File: src/rtl/fetch_stage.sv
// fetch_stage: one-outstanding instruction fetch FSM (REQ/WAIT/HOLD/DROP) driving imem_req/imem_addr from pc and filling the IF/ID register, with stall hold and redirect flush
module fetch_stage #(
  parameter logic [31:0] RESET_PC  = 32'h0000_0000,
  parameter logic [31:0] NOP_INSTR = 32'h0000_0013
) (
  input  logic        clk,
  input  logic        rst,
  input  logic        stall,
  input  logic        ex_if_redirect,
  input  logic [31:0] ex_if_target,
  output logic        imem_req,
  output logic [31:0] imem_addr,
  input  logic        imem_ready,
  input  logic        imem_rvalid,
  input  logic [31:0] imem_rdata,
  output logic [31:0] if_id_instr_data,
  output logic [31:0] if_id_pc,
  output logic        if_id_valid
);
  typedef enum logic [1:0] {S_REQ, S_WAIT, S_HOLD, S_DROP} state_t;
  state_t state;
  logic [31:0] pc, req_pc, buf_data;
  assign imem_req  = state == S_REQ && !ex_if_redirect;
  assign imem_addr = pc;
  always_ff @(posedge clk)
    if (rst) begin
      state            <= S_REQ;
      pc               <= RESET_PC;
      req_pc           <= '0;
      buf_data         <= NOP_INSTR;
      if_id_instr_data <= NOP_INSTR;
      if_id_pc         <= '0;
      if_id_valid      <= 1'b0;
    end else if (ex_if_redirect) begin
      state            <= (state == S_WAIT || state == S_DROP) && !imem_rvalid ? S_DROP : S_REQ;
      pc               <= ex_if_target & ~32'd3;
      buf_data         <= NOP_INSTR;
      if_id_instr_data <= NOP_INSTR;
      if_id_valid      <= 1'b0;
    end else begin
      if (!stall) begin
        if_id_instr_data <= NOP_INSTR;
        if_id_pc         <= req_pc;
        if_id_valid      <= 1'b0;
      end
      case (state)
        S_REQ:
          if (imem_ready) begin
            req_pc <= pc;
            pc     <= pc + 32'd4;
            state  <= S_WAIT;
          end
        S_WAIT:
          if (imem_rvalid) begin
            if (stall) begin
              buf_data <= imem_rdata;
              state    <= S_HOLD;
            end else begin
              if_id_instr_data <= imem_rdata;
              if_id_pc         <= req_pc;
              if_id_valid      <= 1'b1;
              state            <= S_REQ;
            end
          end
        S_HOLD:
          if (!stall) begin
            if_id_instr_data <= buf_data;
            if_id_pc         <= req_pc;
            if_id_valid      <= 1'b1;
            state            <= S_REQ;
          end
        default:
          if (imem_rvalid) state <= S_REQ;
      endcase
    end
endmodule
File: config.mk
export PLATFORM = sky130hd
export DESIGN_NAME = fetch_stage
export DESIGN_NICKNAME = d
export VERILOG_FILES = /design/src/rtl/fetch_stage.sv
export SDC_FILE = /design/constraint.sdc
export NUM_CORES = 1
export LEC_CHECK = 0
export CAP_MARGIN = 5
export CORE_MARGIN = 5
export CORE_UTILIZATION = 49
export DETAILED_ROUTE_END_ITERATION = 7
export PLACE_DENSITY = 0.86
export SLEW_MARGIN = 20
export SYNTH_ARGS = -nofsm -noshare
export SYNTH_HDL_FRONTEND = slang
export SYNTH_SLANG_ARGS = --single-unit
File: constraint.sdc
create_clock -name clk -period 2.6 [get_ports clk]
set_clock_uncertainty 0.05 [all_clocks]
set_input_delay 0.52 -clock clk [delete_from_list [all_inputs] [get_ports clk]]
set_output_delay 0.52 -clock clk [all_outputs]
set_load 0.05 [all_outputs]
==> results of run 1 <==
[how the worst min path moves through the flow]
stage | cells after the start | slack [ns] | end
global placement | 2 | 0.39 | if_id_pc[9]
global route | 2 | 0.41 | if_id_pc[24]
finish | 2 | 0.40 | if_id_pc[3]
CTS | 2 | 0.40 | if_id_pc[5]
floorplan | 2 | 0.38 | if_id_pc[10]
detailed placement | 2 | 0.39 | if_id_pc[9]
[layout make-up]
cell class                      count  area, um^2
Multi-Input combinational cell    571        3100
Clock buffer                       20         437
Clock inverter                     12         113
Fill cell                        1087        4220
Inverter                           17        63.8
Sequential cell                   159        3180
Timing Repair Buffer              196        1910
Tap cell                          176         220
[metal layers]
| metal | part of all wire, % | vias up | track usage, % |
|---|---|---|---|
| met4 | 1.5 | 0 | 7.76 |
| met5 | 0 | - | 0 |
| met2 | 49 | 201 | 38.4 |
| met3 | 8.1 | 22 | 7.15 |
| li1 | - | 3152 | - |
| met1 | 42 | 2992 | 28.2 |
[Yosys cell counts, types with 3 or more instances]
| cell type | instances |
|---|---|
| and3_1 | 4 |
| nand2_1 | 204 |
| nor2_1 | 61 |
| buf_1 | 4 |
| o31ai_1 | 11 |
| a311oi_1 | 15 |
| ha_1 | 5 |
| clkbuf_1 | 60 |
| o21ai_0 | 11 |
| a32o_1 | 3 |
| a22o_1 | 29 |
| xor2_1 | 5 |
| and4_1 | 3 |
| a211oi_1 | 9 |
| dfxtp_1 | 159 |
| xnor2_1 | 7 |
| nor3_1 | 3 |
| nand3_1 | 16 |
| a21oi_1 | 91 |
| inv_1 | 17 |
| or4_1 | 15 |
| a221oi_1 | 3 |
| nand4_1 | 10 |
| nor4_1 | 4 |
| or3_1 | 5 |
| a22oi_1 | 30 |
[power by group through the flow]
stage | Combinational [mW] | Sequential [mW] | Clock, mW
3_5_place_dp | 0.804 | 2.62 | 0
6_report | 0.807 | 2.57 | 2.32
2_1_floorplan | 0.323 | 2.76 | 0
5_1_grt | 0.866 | 2.58 | 2.46
3_3_place_gp | 0.794 | 2.62 | 0
4_1_cts | 0.807 | 2.57 | 2.35
[metrics by stage]
step,power (mW),cells
final,5.69,1151
after global routing,5.91,1151
after CTS,5.73,1151
after detailed placement,3.43,1119
after global placement,3.42,1119
after floorplan,3.08,816
[flip-flops by register name, summed over array words and instances (netlist names)]
register / flops
if_id_instr_data: 32
req_pc: 30
imem_addr: 30
if_id_valid: 1
buf_data: 32
state: 2
if_id_pc: 32
[cell families (layout without fill, tap and decap cells)]
kind of cell,count (synthesis),after routing,share of synthesized area [%]
compound gates,217,217,22.0
xor+xnor,12,12,1.59
fa+ha+maj,5,5,0.948
buf+inv,86,245,5.25
flops,159,159,48.2
other cells,1,2,0.0568
simple gates,335,335,21.9
==> metrics.yaml, run 1 <==
global_route:
  antenna_found_initial: 0
  grt_max_degree: 59
  grt_usage_pct: 23.0
  grt_overflow: 0
  grt_pass1_wl_um: 30100
  grt_pass1_vias: 6067
die:
  die_x_um: 126
  fp.coreArea_mm2: 0.0132
  dieHeight_um: 126
  io_pins: 168
  row_count: 42
  start_util_pct: 49.9
  die_area_mm2: 0.0159
pwr:
  switchingPower_mw: 1.57
  p_leak_nw: 3.09
  intPower_mw: 4.13
  pwr-share-comb_pct: 14.2
  power_frac_clock_pct: 40.7
  powerDensity_mw_per_mm2: 631
  switching_share_pct: 27.5
  ir_drop_mv: 0.425
  power_frac_seq_pct: 45.2
timing:
  finalWorstSetupSlack_ns: 0.210
  worst_pin_slew_ns: 0.629
  drv_slew: 0
  fmax_ghz: 0.418
  timing.final.hold_violations: 0
  fin_crit_sh_pct: 91.9
  post-route-min-period_ns: 2.39
  rsz0062_at_grt: "false"
  tns_ns: 0
  slew_headroom_pct: 58.0
  finalSetupViolCount: 0
  holdWs_ns: 0.402
synth:
  ys.flop_type: "dfxtp_1"
  syn_inst: 815
  yosys_register_bits: 159
  synthTopCellsByArea: "dfxtp_1 (48%), nand2_1 (12%), a21oi_1 (6.9%)"
  synth_area_mm2: 0.00660
  synth_cell_type_count: 49
  async_flop_share_pct: 0
  synth.largest_area_cell: "dfxtp_1"
  synth_edf_count: 0
  yosysTopAreaCellShare_pct: 48.2
  ys_seq_area_share_pct: 48.2
  syn_area_per_cell_um2: 8.10
  synth_warnings: 0
routing:
  totalWireLength_um: 18300
  drtPass1Iterations: 5
  antenna_left: 0
  vias_per_cell: 5.53
  via_count: 6367
  drc: 0
  wire_per_inst_um: 15.9
  drt-initial-drc-count: 533
finish:
  drive_gt1_share_pct: 7.69
  diodes: 0
  area_delta_synth_final_pct: 36.6
  layout_common_cells: "nand2_1 (203), clkdlybuf4s50_1 (161), dfxtp_1 (159)"
  final_common_cell: "nand2_1"
  post-route-util_pct: 68.1
  num-nets-final: 1037
  finish.instance_area_mm2: 0.00902
setup_path:
  r2r-end: "imem_addr[29]"
  regToRegSetupSlack_ns: 0.34
  critPathTopFamily: "buffers and inverters"
  reg2reg_depth: 5
  crit_cells: 1
  cp.buffers_inverters: 1
  cp-startpoint: "imem_addr[18]"
  worst-setup-path-type: "reg2out"
  slowest_stage: "clkdlybuf4s50_1"
  crit_end: "imem_addr[18]"
  cp.arrival_ns: 1.82
  r2r_start: "imem_addr[8]"
  critPathMaxFanout: 9
  crit_path_cell_trace: "clkdlybuf4s50_1"
  cp.required_ns: 2.03
  max_stage_delay_ns: 0.88
  startpoint_type: "flip-flop"
  crit_path_end_kind: "output pin"
cts:
  h-tree-depth: 4
  cts_tree: "built"
  ctsHoldBuffers: 0
  post_cts_resize_count: 0
  cts_buffer_depth: 2
  cts_setup_buffers: 0
  path_clk_slew_ns: 0.06
  clock_sinks: 159
  cts-buffers-inserted: 17
  clock_latency_ns: 0.42
  cts_root_buf: "clkbuf_16"
placement:
  port_buffers: 163
  gp_congestion: 0.832
  dpl_worst_slack_ns: 0.163
  placed_cell_area_mm2: 0.00847
  hpwl_um: 12400
run:
  drv_cap: 0
status:
  status: "complete, no violations"
min_path:
  min_path_type: "reg2reg"
  min_from: "req_pc[3]"
No activity file was read; power rests on OpenSTA's default activity.
==> run 2, diff against run 1 <==
--- a/config.mk
+++ b/config.mk
@@ -9,7 +9,7 @@
 export CORE_MARGIN = 5
 export CORE_UTILIZATION = 49
 export DETAILED_ROUTE_END_ITERATION = 7
-export PLACE_DENSITY = 0.86
+export PLACE_DENSITY = 0.84
 export SLEW_MARGIN = 20
 export SYNTH_ARGS = -nofsm -noshare
 export SYNTH_HDL_FRONTEND = slang
==> run 2 against run 1 <==
Count of clock-buffer cells in the layout stayed put. Wire length increased by 2.0%. Critical path type unchanged. Sequential power about the same. Setup slack better by 0.0061 ns.
==> metrics.yaml, run 2 (same netlist as run 1, synthesis figures left out) <==
status:
  status: "complete, no violations"
cts:
  h-tree-depth: 4  # unchanged
  cts_setup_buffers: 0  # unchanged
  cts_root_buf: "clkbuf_16"
  ctsHoldBuffers: 0  # unchanged
  path_clk_slew_ns: 0.06  # about the same
  cts_tree: "built"
  post_cts_resize_count: 0  # unchanged
  clock_sinks: 159  # unchanged
  clock_latency_ns: 0.42  # about the same
  cts-buffers-inserted: 17  # unchanged
  cts_buffer_depth: 2  # unchanged
routing:
  drc: 0  # unchanged
  drtPass1Iterations: 5  # unchanged
  vias_per_cell: 5.59  # +1.1%
  wl_met1_um: 7600  # -0.33%
  dr_wl_met3_um: 1500  # +1.0%
  via_count: 6433  # +1.0%
  totalWireLength_um: 18700  # +2.0%
  dr_wl_met2_um: 9140  # +2.0%
  antenna_left: 0  # unchanged
  wire_per_inst_um: 16.3  # +2.1%
  top_layer_used: "met4"
  drt-initial-drc-count: 551  # +3.4%
setup_path:
  crit_path_cell_trace: "clkdlybuf4s50_1"
  worst-setup-path-type: "reg2out"
  crit_path_end_kind: "output pin"
  cp.buffers_inverters: 1  # unchanged
  cp.required_ns: 2.03  # about the same
  max_stage_delay_ns: 0.87  # about the same
  slowest_stage: "clkdlybuf4s50_1"
  critPathMaxFanout: 9  # unchanged
  startpoint_type: "flip-flop"
  critPathTopFamily: "buffers and inverters"
  cp.arrival_ns: 1.81  # about the same
global_route:
  grt_usage_pct: 23.0  # about the same
  grt_max_degree: 59  # unchanged
  antenna_found_initial: 0  # unchanged
  grt_overflow: 0  # unchanged
  grt_pass1_wl_um: 30000  # -0.37%
  grt_pass1_vias: 6116  # +0.81%
finish:
  n_fill_cell: 1073  # -1.3%
  layout_common_cells: "nand2_1 (203), clkdlybuf4s50_1 (161), dfxtp_1 (159)"
  seq_area_mm2: 0.00318  # unchanged
  multi_input_area_mm2: 0.00310  # unchanged
  final_common_cell: "nand2_1"
  diodes: 0  # unchanged
  stdcell_count: 1150  # -0.087%
  num-nets-final: 1036  # -0.096%
  top_regs: "buf_data (32), if_id_instr_data (32), if_id_pc (32)"
  area_delta_synth_final_pct: 37.9
  post-route-util_pct: 68.8  # +0.63 points
  finish.instance_area_mm2: 0.00911  # +0.93%
  drive_gt1_share_pct: 7.70  # +0.0079 points
pwr:
  switchingPower_mw: 1.60  # +2.0%
  switching_share_pct: 26.4  # -1.1 points
  powerDensity_mw_per_mm2: 664  # +5.2%
  total_power_mw: 6.04  # +6.1%
  intPower_mw: 4.45  # +7.7%
  pwr-share-comb_pct: 13.4  # -0.8 points
  p_leak_nw: 3.13  # +1.2%
  power_frac_clock_pct: 44.0  # +3.3 points
  power_frac_seq_pct: 42.6  # -2.6 points
  ir_drop_mv: 0.406  # -4.6%
die:
  die_area_mm2: 0.0159  # unchanged
  dieHeight_um: 126  # unchanged
  row_count: 42  # unchanged
  io_pins: 168  # unchanged
  fp.coreArea_mm2: 0.0132  # unchanged
  start_util_pct: 49.9  # unchanged
  die_x_um: 126  # unchanged
timing:
  rsz0062_at_grt: "false"
  slew_headroom_pct: 42.2  # -16 points
  holdWs_ns: 0.400  # -0.00171 ns
  post-route-min-period_ns: 2.38  # -0.00615 ns
  tns_ns: 0  # unchanged
  fmax_ghz: 0.419  # +0.26%
  finalWorstSetupSlack_ns: 0.216  # +0.00615 ns
  drv_slew: 0  # unchanged
  timing.final.hold_violations: 0  # unchanged
  worst_pin_slew_ns: 0.863  # +0.233 ns
  fin_crit_sh_pct: 91.7  # -0.24 points
  finalSetupViolCount: 0  # unchanged
placement:
  hpwl_um: 12500  # +0.33%
  dp.cells: 1118  # -0.089%
  placed_cell_area_mm2: 0.00848  # about the same
  dpl_worst_slack_ns: 0.110  # -0.0530 ns
  gp_congestion: 0.820  # -1.5%
  port_buffers: 163  # unchanged
min_path:
  min_path_type: "reg2reg"
run:
  drv_cap: 0  # unchanged
==> run 2: path summary, 6_finish.rpt <==
check	startpoint	end	slack [ns]	cells after the start
worst max-delay path	imem_addr[22]	imem_addr[22]	0.22	1
worst min-delay path	req_pc[3]	if_id_pc[3]	0.40	2
worst max register to register	state[0]	imem_addr[28]	0.29	6
worst min register to register	req_pc[3]	if_id_pc[3]	0.40	2
==> run 2: worst register-to-register path, stage by stage (launching register included) <==
cell	delay (ns)
dfxtp_1	0.33
inv_1	0.11
ha_1	0.37
and3_1	0.23
nand2_1	0.24
or4_1	0.59
a311oi_1	0.30
==> run 2: final cells by class <==
class / count / share of cell area, %
Timing Repair Buffer: 195 / 21.0
Tap cell: 176 / 2.42
Clock inverter: 12 / 1.99
Clock buffer: 20 / 4.91
Inverter: 17 / 0.701
Sequential cell: 159 / 35.0
Multi-Input combinational cell: 571 / 34.0
==> run 2: layer usage <==
layer  global-route usage (%)  vias to the layer above
met1                     27.4                     3019
met2                     38.7                      234
li1                         -                     3141
met3                     7.41                       39
met5                        0                        -
met4                     8.45                        0
==> run 2: power by group through the flow <==
stage	combinational [mW]	clock (mW)	sequential (mW)
final	0.811	2.66	2.57
after global routing	0.865	2.79	2.58
after CTS	0.810	2.68	2.57
after detailed placement	0.806	0	2.62
after global placement	0.799	0	2.62
after floorplan	0.323	0	2.76
